--- src/rtl/truth_table_checker_pkg.sv ---
// ----------------------------------------------------------------------------
// truth_table_checker_pkg
// Shared definitions for the truth-table checker slice: the FSM state
// encoding, the default sweep width and settle time, and a small helper
// that tells whether a state counts as "sweep in progress".
// ----------------------------------------------------------------------------
package truth_table_checker_pkg;

    localparam int N_IN_DEFAULT   = 6;
    localparam int SETTLE_DEFAULT = 2;

    typedef enum logic [1:0] {
        IDLE  = 2'd0,
        WAIT  = 2'd1,
        CHECK = 2'd2,
        DONE  = 2'd3
    } tt_state_e;

    function automatic logic is_busy_state(input tt_state_e s);
        return (s == WAIT) || (s == CHECK);
    endfunction

endpackage

--- src/rtl/truth_table_checker_settle_timer.sv ---
// ----------------------------------------------------------------------------
// tt_settle_timer
// Counts the cycles a stimulus pattern has been held.
//   clk, rst_n : clock and asynchronous active-low reset
//   load       : restart the count at 0 (a new pattern is being applied)
//   expire     : high during the last settle cycle of the current pattern
// ----------------------------------------------------------------------------
module tt_settle_timer
    import truth_table_checker_pkg::*;
    #(parameter int SETTLE = SETTLE_DEFAULT)
    (
        input  logic clk,
        input  logic rst_n,
        input  logic load,
        output logic expire
    );

    localparam logic [7:0] LAST = 8'(SETTLE - 1);

    logic [7:0] cnt;

    // The count saturates at LAST so it can never wrap while the FSM sits in
    // CHECK or IDLE; every entry into WAIT reloads it.
    always_ff @(posedge clk or negedge rst_n) begin
        if (!rst_n) begin
            cnt <= 8'd0;
        end else if (load) begin
            cnt <= 8'd0;
        end else if (cnt != LAST) begin
            cnt <= cnt + 8'd1;
        end
    end

    assign expire = (cnt == LAST);

endmodule

--- config.mk ---
export PLATFORM = sky130hd
export DESIGN_NAME = tt_settle_timer
export DESIGN_NICKNAME = d
export VERILOG_FILES = /design/src/rtl/truth_table_checker_pkg.sv /design/src/rtl/truth_table_checker_settle_timer.sv
export SDC_FILE = /design/constraint.sdc
export NUM_CORES = 1
export LEC_CHECK = 0
export ABC_AREA = 0
export CORE_AREA = 2 2 39 41
export CTS_CLUSTER_SIZE = 20
export DETAILED_ROUTE_END_ITERATION = 16
export DIE_AREA = 0 0 41 43
export HOLD_SLACK_MARGIN = 0.06
export REMOVE_ABC_BUFFERS = 1
export SYNTH_ARGS = -nofsm -noshare
export SYNTH_HDL_FRONTEND = slang
export SYNTH_SLANG_ARGS = --single-unit
export TNS_END_PERCENT = 5
--- constraint.sdc ---
create_clock -name clk -period 2.35 [get_ports clk]
set_input_delay 0.3525 -clock clk [delete_from_list [all_inputs] [get_ports clk]]
set_output_delay 0.3525 -clock clk [all_outputs]
set_load 0.03 [all_outputs]
## Word level (Yosys, flattened, before mapping)

Index checks and enable logic that the tools add are counted.

| storage, ports and cells | value |
|---|---|
| input port bits | 3 |
| memories | 0 |
| logic and storage cells | 7 |
| register bits after elaboration | 8 |
| latch bits | 0 |
| bits in read-only memories | 0 |
| bits in writable memories | 0 |
| output and inout port bits | 1 |

| operators by class | value |
|---|---|
| add/sub/neg operators | 1 |
| divide/modulo/power cells | 0 |
| $lt $le $gt $ge | 0 |
| muxes and demuxes | 2 |
| reduce and logical (&&, ||, !) cells | 1 |
| eq/ne operators | 2 |
| multiply operators | 0 |
| shift-type cells | 0 |
| bitwise operators | 0 |

Operators by type and width:

| cell | number |
|---|---|
| 2-to-1 mux 8 bit | 2 |
| adder 8 x 1 -> 8 bit (second input constant) | 1 |
| == test 8 x 1 -> 1 bit (second input constant) | 1 |
| != test 8 x 1 -> 1 bit (second input constant) | 1 |
| nonzero test 2 bit | 1 |

## Logic depth before layout (Yosys ltp)

| logic depth | value |
|---|---|
| depth after elaboration | 3 |
| mapped depth | 5 |

## Worst setup path before layout

OpenSTA, ideal clock, no wires.

| path | value |
|---|---|
| path kind | reg-to-reg |
| start point | reg cnt[1] |
| end point | reg cnt[0] |
| clock period less this slack | 2.012 ns |
| arrival time | 1.887 ns |
| stages on the path, launching flop included | 6 |
| buffers on the path | 0 |
| setup slack | 0.338 ns |
| library setup time | 0.125 ns |
| cell sequence | dfrtp_1 inv_1 ha_1 or4b_4 nor4_4 mux2_2 |

| between the ends | value |
|---|---|
| cells in the longest elaborated chain, start to end | 2 |

Ends and longest elaborated chain:

| element | line | source |
|---|---|---|
| start, declared | truth_table_checker_settle_timer.sv:20 | `logic [7:0] cnt;` |
| start signal, assigned | truth_table_checker_settle_timer.sv:30 | `cnt <= cnt + 8'd1;` |
| != test 8 x 1 -> 1 bit | truth_table_checker_settle_timer.sv:29 | `end else if (cnt != LAST) begin` |
| nonzero test 2 bit (no line) | - |  |

No other way between the ends.
A chain may end at the register's enable or synchronous reset.

## Worst setup path after layout

| path | value |
|---|---|
| start point | reg cnt[1] |
| end point | out expire |

| between the ends | value |
|---|---|
| cells in the longest elaborated chain, start to end | 1 |

Ends and longest elaborated chain:

| element | line | source |
|---|---|---|
| == test 8 x 1 -> 1 bit | truth_table_checker_settle_timer.sv:34 | `assign expire = (cnt == LAST);` |
| end, declared | truth_table_checker_settle_timer.sv:15 | `output logic expire` |

No other way between the ends.

==> run summary <==
* **area enclosed by the die boundary** 1763 sq um
* **first-pass GRT wire length** 1179 microns
* **most flop-heavy register** cnt
* **Pwr per Cell Area** 825.7 nW/um^2
* **CP Capture Type** output pin
* **die boundary width** 41 microns
* **number of filler instances in the final layout** 142
* **CTS tree** yes
* **startpoint of the lowest-slack register-to-register path** cnt[1]$_DFFE_PN0P_
* **synthesized instance count** 44
* **number of post-CTS setup repair buffers** 0
* **sequence of cells on the critical path** inv_1 > ha_1 > or4b_4 > nor4_4 > buf_4
* **Longest Clk Path Bufs** 2
* **final-report setup violation count** 0
* **Worst-path clk slew** 0.06 ns
* **initial detailed-routing violation count** 6
* **post-synthesis share of cell area spent on xor and xnor gates** 0.03922
* **number of flip-flops in the largest register** 8
* **Hold Buf Count CTS** 0
* **pin count of the biggest net entering global routing** 13
* **number of resized instances in the post-cts repair step** 0
* **post-synth cell types** 20
* **combinational family with the most area after synthesis** simple AND/OR/NAND/NOR gates
* **total number of vias** 314
* **most used cells in the layout excluding fill and tap cells** 8 x sky130_fd_sc_hd__dfrtp_1, 6 x sky130_fd_sc_hd__nor2_1
* **initial antenna violation count** 0
* **Pre-Repair DR Iteration Count** 2
* **slew at the pin closest to its max-slew limit** 0.3680 ns
* **via count of the first global-routing pass** 286
* **mapped cell area** 446.7 sq um
* **input/output buffers** 3
* **worst setup path start** cnt[1]$_DFFE_PN0P_
* **overall routed net length** 781 microns
* **Net count, final** 56
* **Setup CP Type** reg -> out
* **worst hold margin** 0.3744 ns
* **mux cell area share after synthesis** 0.05042
* **height of the die** 43 microns
* **starting utilization of the core area** 0.3228
* **leak pwr** 0.2208 nW
* **cell count after placement** 62
* **Final Cycle Share** 0.9258
* **Area Overhead vs Synth** 14.85%
* **Via density** 4.831
* **total of flip-flops plus latches after synthesis** 8
* **number of buffers created by CTS** 3
* **number of maximum-capacitance constraint violations** 0
* **Overall Global Routing Usage** 0.1069
* **proportion of layout cells with a drive suffix above 1** 0.2041
* **Clock Root Buffer** sky130_fd_sc_hd__clkbuf_4
* **later-pin clock latency in the skew report** 0.25 ns
* **count of antenna diodes in the layout** 0
* **cell class contributing the biggest share of worst-path delay** simple AND/OR/NAND/NOR gates
* **routability congestion estimate from global placement** 0.6489
* **setup tns final** 0 ns
* **Crit path buffers/inverters** 2
* **total power of the final layout** 0.0004236 W
* **count of final hold-check violations** 0
* **post-layout instance count excluding filler cells** 65
* **total congestion overflow after global routing** 0
* **clock skew after layout** 0.009419 ns
* **clock sinks** 8
* **min-delay worst type** in -> async
* **synthesized-area fraction occupied by ao, oa, aoi and oai cells** 0.08964
* **most common cell after layout, fill and taps aside** sky130_fd_sc_hd__dfrtp_1
* **post-detailed-route count of antenna-violating nets** 0
* **maximum achievable frequency** 0.4597 GHz
* **highest net fanout along the worst path** 5
* **master of the slowest instance on the critical path** sky130_fd_sc_hd__or4b_4
* **arithmetic-cell share of the synthesized area counting full adders, half adders and majority gates** 0.05602
* **RSZ-0062 raised after global routing** no
* **Top Ports** 4
* **delay contributed by the slowest stage of the critical path** 0.46 ns
* **Final Slew Violations** 0
* **kind of start point of the critical path** flip-flop
* **worst slew slack as a fraction of its limit** 0.7539
* **Peak supply drop** 323.1 uV
* **# DRC** 0
* **average routed wire per standard cell** 12.02 microns
* **post-layout minimum cycle time** 2.176 ns
* **critical path required time** 2.00 ns
* **Seq/Total Area, Yosys** 0.4482
* **Regs by FF count** cnt: 8 flops
* **placeable core area** 1384 sq um
* **YS warnings** 0
* **endpoint arrival time on the critical path** 1.82 ns
* **total number of H-tree levels** 1
* **syn_area_per_cell** 10.15 sq um
* **utilization after layout** 0.3707
* **Synth Area in Simple Gates** 0.2913
* **result of the run** completed
* **row cnt** 14
[logic make-up (layout without fill, tap and decap cells)]
| group | Yosys count | after routing |
|---|---|---|
| AO/OA/AOI/OAI | 7 | 7 |
| XOR/XNOR | 2 | 2 |
| adder cells (fa/ha/maj) | 2 | 2 |
| buffers and inverters | 3 | 8 |
| flip-flops | 8 | 8 |
| multiplexers | 2 | 2 |
| AND/OR/NAND/NOR | 20 | 20 |
[power by group]
group	switching [W]	internal, W	leakage (nW)
registers	0.0000267	0.000155	0.110
clock network	0.0000467	0.0000584	0.0138
logic	0.0000663	0.0000709	0.0973
total	0.000140	0.000284	0.221
[metrics by stage]
step,cell area (sq um),worst slack (ns)
global placement,490.5,0.4280
floorplan,442.9,0.3378
global route,513.0,0.07386
finish,513.0,0.1745
CTS,513.0,0.1377
detailed placement,490.5,0.4155
[final cells by class]
cell class | count | area [sq um] | share of cell area
flip-flops and latches | 8 | 200.2 | 0.3902
multi-input cells | 33 | 235.2 | 0.4585
clock buffers | 3 | 22.52 | 0.04390
well taps | 16 | 20.02 | 0.03902
inverters | 2 | 7.507 | 0.01463
repair buffers | 3 | 27.53 | 0.05366
[per-layer routing]
| layer | global-route usage | part of all wire | routed length [microns] | vias to the layer above |
|---|---|---|---|---|
| met5 | 0 | 0 | 0 | - |
| met4 | 0.1000 | 0.015 | 12 | 0 |
| met3 | 0.03141 | 0.022 | 17 | 2 |
| met2 | 0.1531 | 0.49 | 381 | 3 |
| met1 | 0.1173 | 0.47 | 369 | 143 |
| li1 | - | - | - | 166 |
[final timing paths]
path / to / depth (start not counted) / slack [ns]
setup / recovery: expire / 5 / 0.17
hold / removal: cnt[2]$_DFFE_PN0P_ / 1 / 0.37
setup reg to reg: cnt[1]$_DFFE_PN0P_ / 5 / 0.52
hold reg to reg: cnt[7]$_DFFE_PN0P_ / 2 / 0.58
max in group asynchronous: cnt[1]$_DFFE_PN0P_ / 1 / 1.70
min in group clk: cnt[7]$_DFFE_PN0P_ / 2 / 0.58
[cells in the mapped netlist]
master | n | share of area
sky130_fd_sc_hd__nor2b_1 | 1 | 0.014
sky130_fd_sc_hd__clkbuf_1 | 1 | 0.0084
sky130_fd_sc_hd__and3_2 | 1 | 0.017
sky130_fd_sc_hd__ha_1 | 2 | 0.056
sky130_fd_sc_hd__nand4_1 | 1 | 0.014
sky130_fd_sc_hd__mux2_2 | 2 | 0.050
sky130_fd_sc_hd__nor4_4 | 1 | 0.048
sky130_fd_sc_hd__o22ai_1 | 1 | 0.014
sky130_fd_sc_hd__and2_1 | 1 | 0.014
sky130_fd_sc_hd__or4b_4 | 1 | 0.031
sky130_fd_sc_hd__inv_1 | 2 | 0.017
sky130_fd_sc_hd__a21oi_1 | 3 | 0.034
sky130_fd_sc_hd__nand3_1 | 3 | 0.034
sky130_fd_sc_hd__or3_1 | 3 | 0.042
sky130_fd_sc_hd__nand2b_1 | 2 | 0.028
sky130_fd_sc_hd__nor2_1 | 6 | 0.050
sky130_fd_sc_hd__xor2_1 | 2 | 0.039
sky130_fd_sc_hd__dfrtp_1 | 8 | 0.45
sky130_fd_sc_hd__o21ai_0 | 2 | 0.022
sky130_fd_sc_hd__a31o_2 | 1 | 0.020
(Power assumes the default switching activity.)
